<file path="src/rtl/power_supervisor_pkg.sv">
// Shared definitions for the power supervisor and its holdoff timer.
// Holds the FSM state encoding, the counter widths and the channel-parity helper.
package power_pkg;

  // FSM state encoding. These values are visible on the `state` output.
  typedef enum logic [2:0] {
    ST_OFF     = 3'd0,
    ST_RUN     = 3'd1,
    ST_ACK     = 3'd2,
    ST_HOLDOFF = 3'd3,
    ST_LOCKOUT = 3'd4
  } state_e;

  // The holdoff timer covers 1 s at 50 MHz.
  localparam int HOLDOFF_W = 26;

  // Widths of the retry and restart counters.
  localparam int CNT_W = 4;

  // Width and ceiling of the saturating fault log.
  localparam int FAULT_W = 8;
  localparam logic [FAULT_W-1:0] FAULT_MAX = '1;

  // Odd comparator channels watch the upper threshold.
  // A fault on an odd channel is therefore an overvoltage.
  function automatic logic is_overvoltage(input logic [2:0] sel);
    return (sel & 3'b001) != 3'b000;
  endfunction

endpackage

</file>
<file path="src/rtl/power_supervisor_if.sv">
// Link between the supervisor and the power management monitor.
// The supervisor drives start and ack. The monitor drives error and sel.
interface power_supervisor_if;
  logic       start;
  logic       ack;
  logic       error;
  logic [2:0] sel;

  // Supervisor side.
  modport master (
    output start,
    output ack,
    input  error,
    input  sel
  );

  // Monitor side.
  modport slave (
    input  start,
    input  ack,
    output error,
    output sel
  );
endinterface

</file>
<file path="src/rtl/power_supervisor_holdoff_timer.sv">
// Power-off dwell timer for the supervisor's auto-restart.
// A load pulse (re)starts the count. `done` pulses for one cycle, timed so that
// the FSM leaves HOLDOFF exactly HOLDOFF_CYCLES edges after the load edge.
module holdoff_timer
  import power_pkg::*;
#(
  parameter int unsigned HOLDOFF_CYCLES = 50_000_000
) (
  input  logic clk,
  input  logic reset_n,
  input  logic load,
  output logic done
);

  // The pulse must already be registered in the cycle before the exit edge.
  // It therefore fires when the count reaches HOLDOFF_CYCLES-1.
  localparam logic [HOLDOFF_W-1:0] LAST_COUNT = HOLDOFF_W'(HOLDOFF_CYCLES - 1);
  localparam logic                 ONE_CYCLE  = (HOLDOFF_CYCLES <= 1);

  logic [HOLDOFF_W-1:0] cnt_q, cnt_d;
  logic                 run_q, run_d;
  logic                 done_q, done_d;

  // Next count. A load always wins, so re-entry restarts from scratch.
  // A load also discards any pulse left over from an abandoned holdoff.
  always_comb begin
    cnt_d  = cnt_q;
    run_d  = run_q;
    done_d = 1'b0;
    if (load) begin
      cnt_d  = HOLDOFF_W'(1);
      done_d = ONE_CYCLE;
      run_d  = ~ONE_CYCLE;
    end else if (run_q) begin
      if (cnt_q == LAST_COUNT) begin
        done_d = 1'b1;
        run_d  = 1'b0;
      end else begin
        cnt_d = cnt_q + HOLDOFF_W'(1);
      end
    end
  end

  // Timer registers.
  always_ff @(posedge clk) begin
    if (!reset_n) begin
      cnt_q  <= '0;
      run_q  <= 1'b0;
      done_q <= 1'b0;
    end else begin
      cnt_q  <= cnt_d;
      run_q  <= run_d;
      done_q <= done_d;
    end
  end

  assign done = done_q;

endmodule

</file>
<file path="src/rtl/power_supervisor.sv">
// Fault-policy controller for the power management monitor.
// - Overvoltage (odd channel) locks power off until software clears it.
// - Undervoltage (even channel) is acknowledged up to a retry budget.
// - When the budget is used up, power is cycled a bounded number of times.
// - When the restarts are used up, power locks off.
module power_supervisor
  import power_pkg::*;
#(
  parameter int unsigned HOLDOFF_CYCLES = 50_000_000,
  parameter int unsigned UV_RETRIES     = 3,  // 1..15
  parameter int unsigned RESTART_MAX    = 2   // 0..15
) (
  input  logic                 clk,
  input  logic                 reset_n,
  input  logic                 enable_req,
  input  logic                 clear_req,
  power_supervisor_if.master   mon,
  output logic [2:0]           state,
  output logic                 locked_out,
  output logic [FAULT_W-1:0]   fault_count,
  output logic [2:0]           last_fault_sel
);

  localparam logic [CNT_W-1:0] UV_LIMIT      = CNT_W'(UV_RETRIES);
  localparam logic [CNT_W-1:0] RESTART_LIMIT = CNT_W'(RESTART_MAX);

  state_e               state_q, state_d;
  logic                 start_q, start_d;
  logic                 ack_q, ack_d;
  logic                 locked_q, locked_d;
  logic [FAULT_W-1:0]   fault_cnt_q, fault_cnt_d;
  logic [2:0]           last_sel_q, last_sel_d;
  logic [CNT_W-1:0]     uv_cnt_q, uv_cnt_d;
  logic [CNT_W-1:0]     rst_cnt_q, rst_cnt_d;
  logic [CNT_W-1:0]     uv_cnt_inc;
  logic                 timer_load;
  logic                 timer_done;

  assign uv_cnt_inc = uv_cnt_q + CNT_W'(1);

  // Dwell timer for power cycling.
  // It is reloaded on every entry into HOLDOFF.
  holdoff_timer #(
    .HOLDOFF_CYCLES (HOLDOFF_CYCLES)
  ) u_holdoff_timer (
    .clk     (clk),
    .reset_n (reset_n),
    .load    (timer_load),
    .done    (timer_done)
  );

  // Next state, counters and outputs.
  // Outputs are decoded from the next state, so they change on the same edge as `state`.
  always_comb begin
    state_d     = state_q;
    fault_cnt_d = fault_cnt_q;
    last_sel_d  = last_sel_q;
    uv_cnt_d    = uv_cnt_q;
    rst_cnt_d   = rst_cnt_q;

    unique case (state_q)
      ST_OFF: begin
        if (enable_req) begin
          state_d   = ST_RUN;
          uv_cnt_d  = '0;
          rst_cnt_d = '0;
        end
      end

      ST_RUN: begin
        // Dropping the power request beats a simultaneous fault.
        // That fault is not logged.
        if (!enable_req) begin
          state_d = ST_OFF;
        end else if (mon.error) begin
          // sel is frozen by the monitor while error is high, so sampling it here is exact.
          fault_cnt_d = (fault_cnt_q == FAULT_MAX) ? fault_cnt_q
                                                   : fault_cnt_q + FAULT_W'(1);
          last_sel_d  = mon.sel;
          if (is_overvoltage(mon.sel)) begin
            state_d = ST_LOCKOUT;
          end else begin
            uv_cnt_d = uv_cnt_inc;
            state_d  = (uv_cnt_inc == UV_LIMIT) ? ST_HOLDOFF : ST_ACK;
          end
        end
      end

      ST_ACK: begin
        // Hold ack until the monitor drops error.
        if (!enable_req) begin
          state_d = ST_OFF;
        end else if (!mon.error) begin
          state_d = ST_RUN;
        end
      end

      ST_HOLDOFF: begin
        if (!enable_req) begin
          state_d = ST_OFF;
        end else if (timer_done) begin
          if (rst_cnt_q == RESTART_LIMIT) begin
            state_d = ST_LOCKOUT;
          end else begin
            rst_cnt_d = rst_cnt_q + CNT_W'(1);
            uv_cnt_d  = '0;
            state_d   = ST_RUN;
          end
        end
      end

      ST_LOCKOUT: begin
        // Only software can leave lockout.
        // The fault log survives the clear.
        if (clear_req) begin
          state_d   = ST_OFF;
          uv_cnt_d  = '0;
          rst_cnt_d = '0;
        end
      end

      default: begin
        state_d = ST_OFF;
      end
    endcase

    start_d    = (state_d == ST_RUN) || (state_d == ST_ACK);
    ack_d      = (state_d == ST_ACK);
    locked_d   = (state_d == ST_LOCKOUT);
    timer_load = (state_d == ST_HOLDOFF) && (state_q != ST_HOLDOFF);
  end

  // FSM and output registers.
  // Reset removes power on the next cycle.
  always_ff @(posedge clk) begin
    if (!reset_n) begin
      state_q     <= ST_OFF;
      start_q     <= 1'b0;
      ack_q       <= 1'b0;
      locked_q    <= 1'b0;
      fault_cnt_q <= '0;
      last_sel_q  <= '0;
      uv_cnt_q    <= '0;
      rst_cnt_q   <= '0;
    end else begin
      state_q     <= state_d;
      start_q     <= start_d;
      ack_q       <= ack_d;
      locked_q    <= locked_d;
      fault_cnt_q <= fault_cnt_d;
      last_sel_q  <= last_sel_d;
      uv_cnt_q    <= uv_cnt_d;
      rst_cnt_q   <= rst_cnt_d;
    end
  end

  assign mon.start      = start_q;
  assign mon.ack        = ack_q;
  assign state          = state_q;
  assign locked_out     = locked_q;
  assign fault_count    = fault_cnt_q;
  assign last_fault_sel = last_sel_q;

endmodule

</file>
<file path="src/flat_wrapper.sv">
// flat-port wrapper written by rule: the top's interface ports become plain ports
module power_supervisor_flat import power_pkg::*;
#(
  parameter int unsigned HOLDOFF_CYCLES = 50_000_000,
  parameter int unsigned UV_RETRIES     = 3,          
  parameter int unsigned RESTART_MAX    = 2           
)
  (clk, reset_n, enable_req, clear_req, state, locked_out, fault_count, last_fault_sel, mon_start, mon_ack, mon_error, mon_sel);
  power_supervisor_if mon_i ();
  input  logic clk;
  input  logic reset_n;
  input  logic enable_req;
  input  logic clear_req;
  output logic [2:0] state;
  output logic locked_out;
  output logic [FAULT_W-1:0] fault_count;
  output logic [2:0] last_fault_sel;
  output wire logic [$bits(mon_i.start)-1:0] mon_start;
  output wire logic [$bits(mon_i.ack)-1:0] mon_ack;
  input wire logic [$bits(mon_i.error)-1:0] mon_error;
  input wire logic [$bits(mon_i.sel)-1:0] mon_sel;
  assign mon_start = mon_i.start;
  assign mon_ack = mon_i.ack;
  assign mon_i.error = mon_error;
  assign mon_i.sel = mon_sel;
  power_supervisor #(.HOLDOFF_CYCLES(HOLDOFF_CYCLES), .UV_RETRIES(UV_RETRIES), .RESTART_MAX(RESTART_MAX)) u_core (.clk(clk), .reset_n(reset_n), .enable_req(enable_req), .clear_req(clear_req), .mon(mon_i), .state(state), .locked_out(locked_out), .fault_count(fault_count), .last_fault_sel(last_fault_sel));
endmodule
</file>
<file path="config.mk">
export PLATFORM = sky130hd
export DESIGN_NAME = power_supervisor_flat
export DESIGN_NICKNAME = d
export VERILOG_FILES = /design/src/rtl/power_supervisor_pkg.sv /design/src/rtl/power_supervisor_if.sv /design/src/rtl/power_supervisor_holdoff_timer.sv /design/src/rtl/power_supervisor.sv /design/src/flat_wrapper.sv
export SDC_FILE = /design/constraint.sdc
export NUM_CORES = 1
export LEC_CHECK = 0
export BUFFER_PORTS_ARGS = -buffer_cell sky130_fd_sc_hd__buf_2
export CAP_MARGIN = 25
export CORE_MARGIN = 8
export CORE_UTILIZATION = 59
export DETAILED_ROUTE_END_ITERATION = 8
export HOLD_SLACK_MARGIN = 0.03
export PLACE_DENSITY_LB_ADDON = 0.25
export RECOVER_POWER = 50
export SLEW_MARGIN = 25
export SYNTH_ARGS = -nofsm -noshare
export SYNTH_HDL_FRONTEND = slang
export SYNTH_SLANG_ARGS = --single-unit
</file>
<file path="constraint.sdc">
create_clock -name clk -period 2.3 [get_ports clk]
set_clock_uncertainty 0.15 [all_clocks]
set_input_delay 0.115 -clock clk [delete_from_list [all_inputs] [get_ports clk]]
set_output_delay 0.115 -clock clk [all_outputs]
set_load 0.005 [all_outputs]
</file>
==> impl_metrics.toml <==
[cells_and_area]
commonest_non_fill_non_tap_cell_in_the_layout = "sky130_fd_sc_hd__dfxtp_1"
antenna_diodes = 0
finalCoreUtilization_pct = 68.7
area_delta_synth_final_pct = 12.6
commonest_non_fill_non_tap_cells_in_the_layout = "53 x sky130_fd_sc_hd__dfxtp_1, 43 x sky130_fd_sc_hd__nor2_1, 21 x sky130_fd_sc_hd__nand3_1, 21 x sky130_fd_sc_hd__nand2_1, 17 x sky130_fd_sc_hd__xor2_1"
layout-drive-gt1-share_pct = 12.2
final_net_count = 357

[timing]
worst-slew-pin-transition_ps = 541
setup_total_negative_slack_ps = 0
slew_headroom_pct = 63.7
final_min_period_over_clock_period_pct = 90.2
min_period_ps = 2070
timing_max_transition_violations_final = 0
max_freq_mhz = 482
rsz0062_at_grt = "no"
setup_viol = 0
hold_viol_final = 0
final.setup.worst_slack_ps = 225

[global_route]
wire_length_of_the_first_global_routing_pass_microns = 9600
first_global_vias = 2150
gr-total-overflow = 0
grt_usage_pct = 16.0
grt_max_degree = 27
grt_antenna_before_repair = 0

[die]
initial_core_util_pct = 61.0
fp.coreArea_sq_mm = 0.00435
placement_rows = 24
design.portCount = 25
chipWidth_microns = 83.1
design.die.area_sq_mm = 0.00690
die_height_microns = 83.1

[yosys]
avgSynthCellArea_sq_um = 8.71
synth-warning-count = 0
syn-instance-count = 305
synth.net_count = 319
ys.flop_type = "sky130_fd_sc_hd__dfxtp_1"
async_reset_ff_share_pct = 0
synth.lib_cells_used.distinct = 54
synth_edf_count = 0
mappedNetlistArea_sq_mm = 0.00266
synthesized_flop_and_latch_total = 53
seq_area_frac_synth_pct = 40.0

[setup_path]
critical_path_launch_point_type = "flop"
timing.critical_path.required_ps = 2380
setup.worst_path.class = "flop to flop"
critPathArrivalTime_ps = 2150
worstPathMaxFanout = 26
end_kind = "flop"

[power_and_ir_drop]
power_density_mw_per_mm2 = 524
vdd_drop_max_uv = 296
power.static_leakage_nw = 1.10

[routing]
route.detailed.drc = 0
dr.max_layer_used = "met4"
antenna_left = 0
wl_met1_microns = 2680
met3_wirelength_microns = 239
vias_per_cell = 5.72
detailroute.via_count = 2259
wl_met2_microns = 2630
detailedRoute.firstIterationViolations = 97
drt-pass1-iter-count = 4
drt-wirelength-per-cell_microns = 14.2
routed_wire_length_microns = 5590

[clock_network]
postCtsResizedCells = 0
post-cts-setup-buffers = 0
root_buffer = "sky130_fd_sc_hd__clkbuf_8"
clock_tree.buffer_depth = 2
cts_max_level = 2
clkSlewWorstSetupHoldPaths_ps = 100
clock-sinks = 53
clk_latency_ps = 310
cts-buffers-inserted = 5
tritoncts_clock_tree = "yes"

[place]
io_buffer_count = 24
place_worst_setup_slack_ps = 230
place_hpwl_microns = 4020
gpl.final_weighted_congestion = 0.899

[run]
maxCapViolations = 0

[min_path]
hold_class = "primary input to flop"

[run_status]
status = "completed"
[sequential cells by signal, indices dropped and copies added, names as in the netlist]
| signal | flops |
|---|---|
| u_core.mon.start | 1 |
| u_core.uv_cnt_q | 4 |
| u_core.u_holdoff_timer.done | 1 |
| u_core.last_fault_sel | 3 |
| u_core.state | 3 |
| u_core.locked_out | 1 |
| u_core.u_holdoff_timer.run_q | 1 |
| u_core.fault_count | 8 |
| u_core.rst_cnt_q | 4 |
| u_core.mon.ack | 1 |
| u_core.u_holdoff_timer.cnt_q | 26 |
[cell type report]
class / instances / area [sq um]
Timing Repair Buffer: 42 / 259
Clock buffer: 7 / 86.3
Multi-Input combinational cell: 232 / 1490
Fill cell: 373 / 1360
Inverter: 9 / 33.8
Tap cell: 52 / 65.1
Sequential cell: 53 / 1060
[power by group]
group,internal [mW],switching [mW],total (mW)
logic,0.0440,0.0587,0.103
registers,0.924,0.00836,0.932
clock network,0.240,0.291,0.531
total,1.21,0.359,1.57
[path summary, 6_finish.rpt]
path	to	slack (ps)	cells past startpoint	from
max reg2reg	u_core.u_holdoff_timer.done	230	7	u_core.rst_cnt_q[1]
max	u_core.u_holdoff_timer.done	230	7	u_core.rst_cnt_q[1]
min	u_core.state[2]	50	4	clear_req
min reg2reg	u_core.uv_cnt_q[3]	340	2	u_core.uv_cnt_q[3]
[critical path, cell delays in order, from the launching register on]
cell and delay [ps]:
sky130_fd_sc_hd__dfxtp_1 410, sky130_fd_sc_hd__ha_1 180, sky130_fd_sc_hd__nor4bb_1 220, sky130_fd_sc_hd__o22ai_1 120, sky130_fd_sc_hd__a31o_2 260, sky130_fd_sc_hd__a31o_2 250, sky130_fd_sc_hd__buf_12 160, sky130_fd_sc_hd__nor4_2 240
[synthesized netlist by cell type (all sizes together) (8+ instances only)]
library cell,count,area [sq um]
dfxtp,53,1060
nor2,44,168
nand3,22,115
nand2,21,78.8
xor2,17,149
xnor2,15,131
a21oi,10,50.1
nand4,10,62.6
o21ai,10,50.0
nor3,9,50.1
nor4,9,77.6
buf,8,63.8
inv,8,30.0
[repair_timing]
item                       4_1_cts  5_1_grt
hold buffers                     5        0
hold endpoints to repair         8        0
setup endpoints to repair        0        0
[layer usage]
layer / up-vias / GRT usage [%]
li1: 1155 / -
met1: 1056 / 19.8
met4: 0 / 4.95
met5: - / 0
met2: 43 / 26.7
met3: 5 / 3.71
[stage by stage]
| stage | hold WS, ps | total power, mW | std cells | instance area (sq um) |
|---|---|---|---|---|
| after global placement | 197 | 1.05 | 383 | 2880 |
| after global routing | 76.9 | 1.63 | 395 | 2990 |
| final | 52.1 | 1.57 | 395 | 2990 |
| after CTS | 35.6 | 1.58 | 395 | 3010 |
| after detailed placement | 211 | 1.05 | 383 | 2880 |
| after floorplan | 109 | 1.02 | 305 | 2660 |
[cell families after synthesis]
logic type      count (synthesis)  synth area share [%]
fa+ha+maj                       7                  3.20
compound gates                 43                  10.3
simple gates                  142                  28.8
mux                             8                  3.06
buf+inv                        20                  4.10
xor+xnor                       32                  10.6
flops                          53                  40.0
No activity file was read; power rests on OpenSTA's default activity.
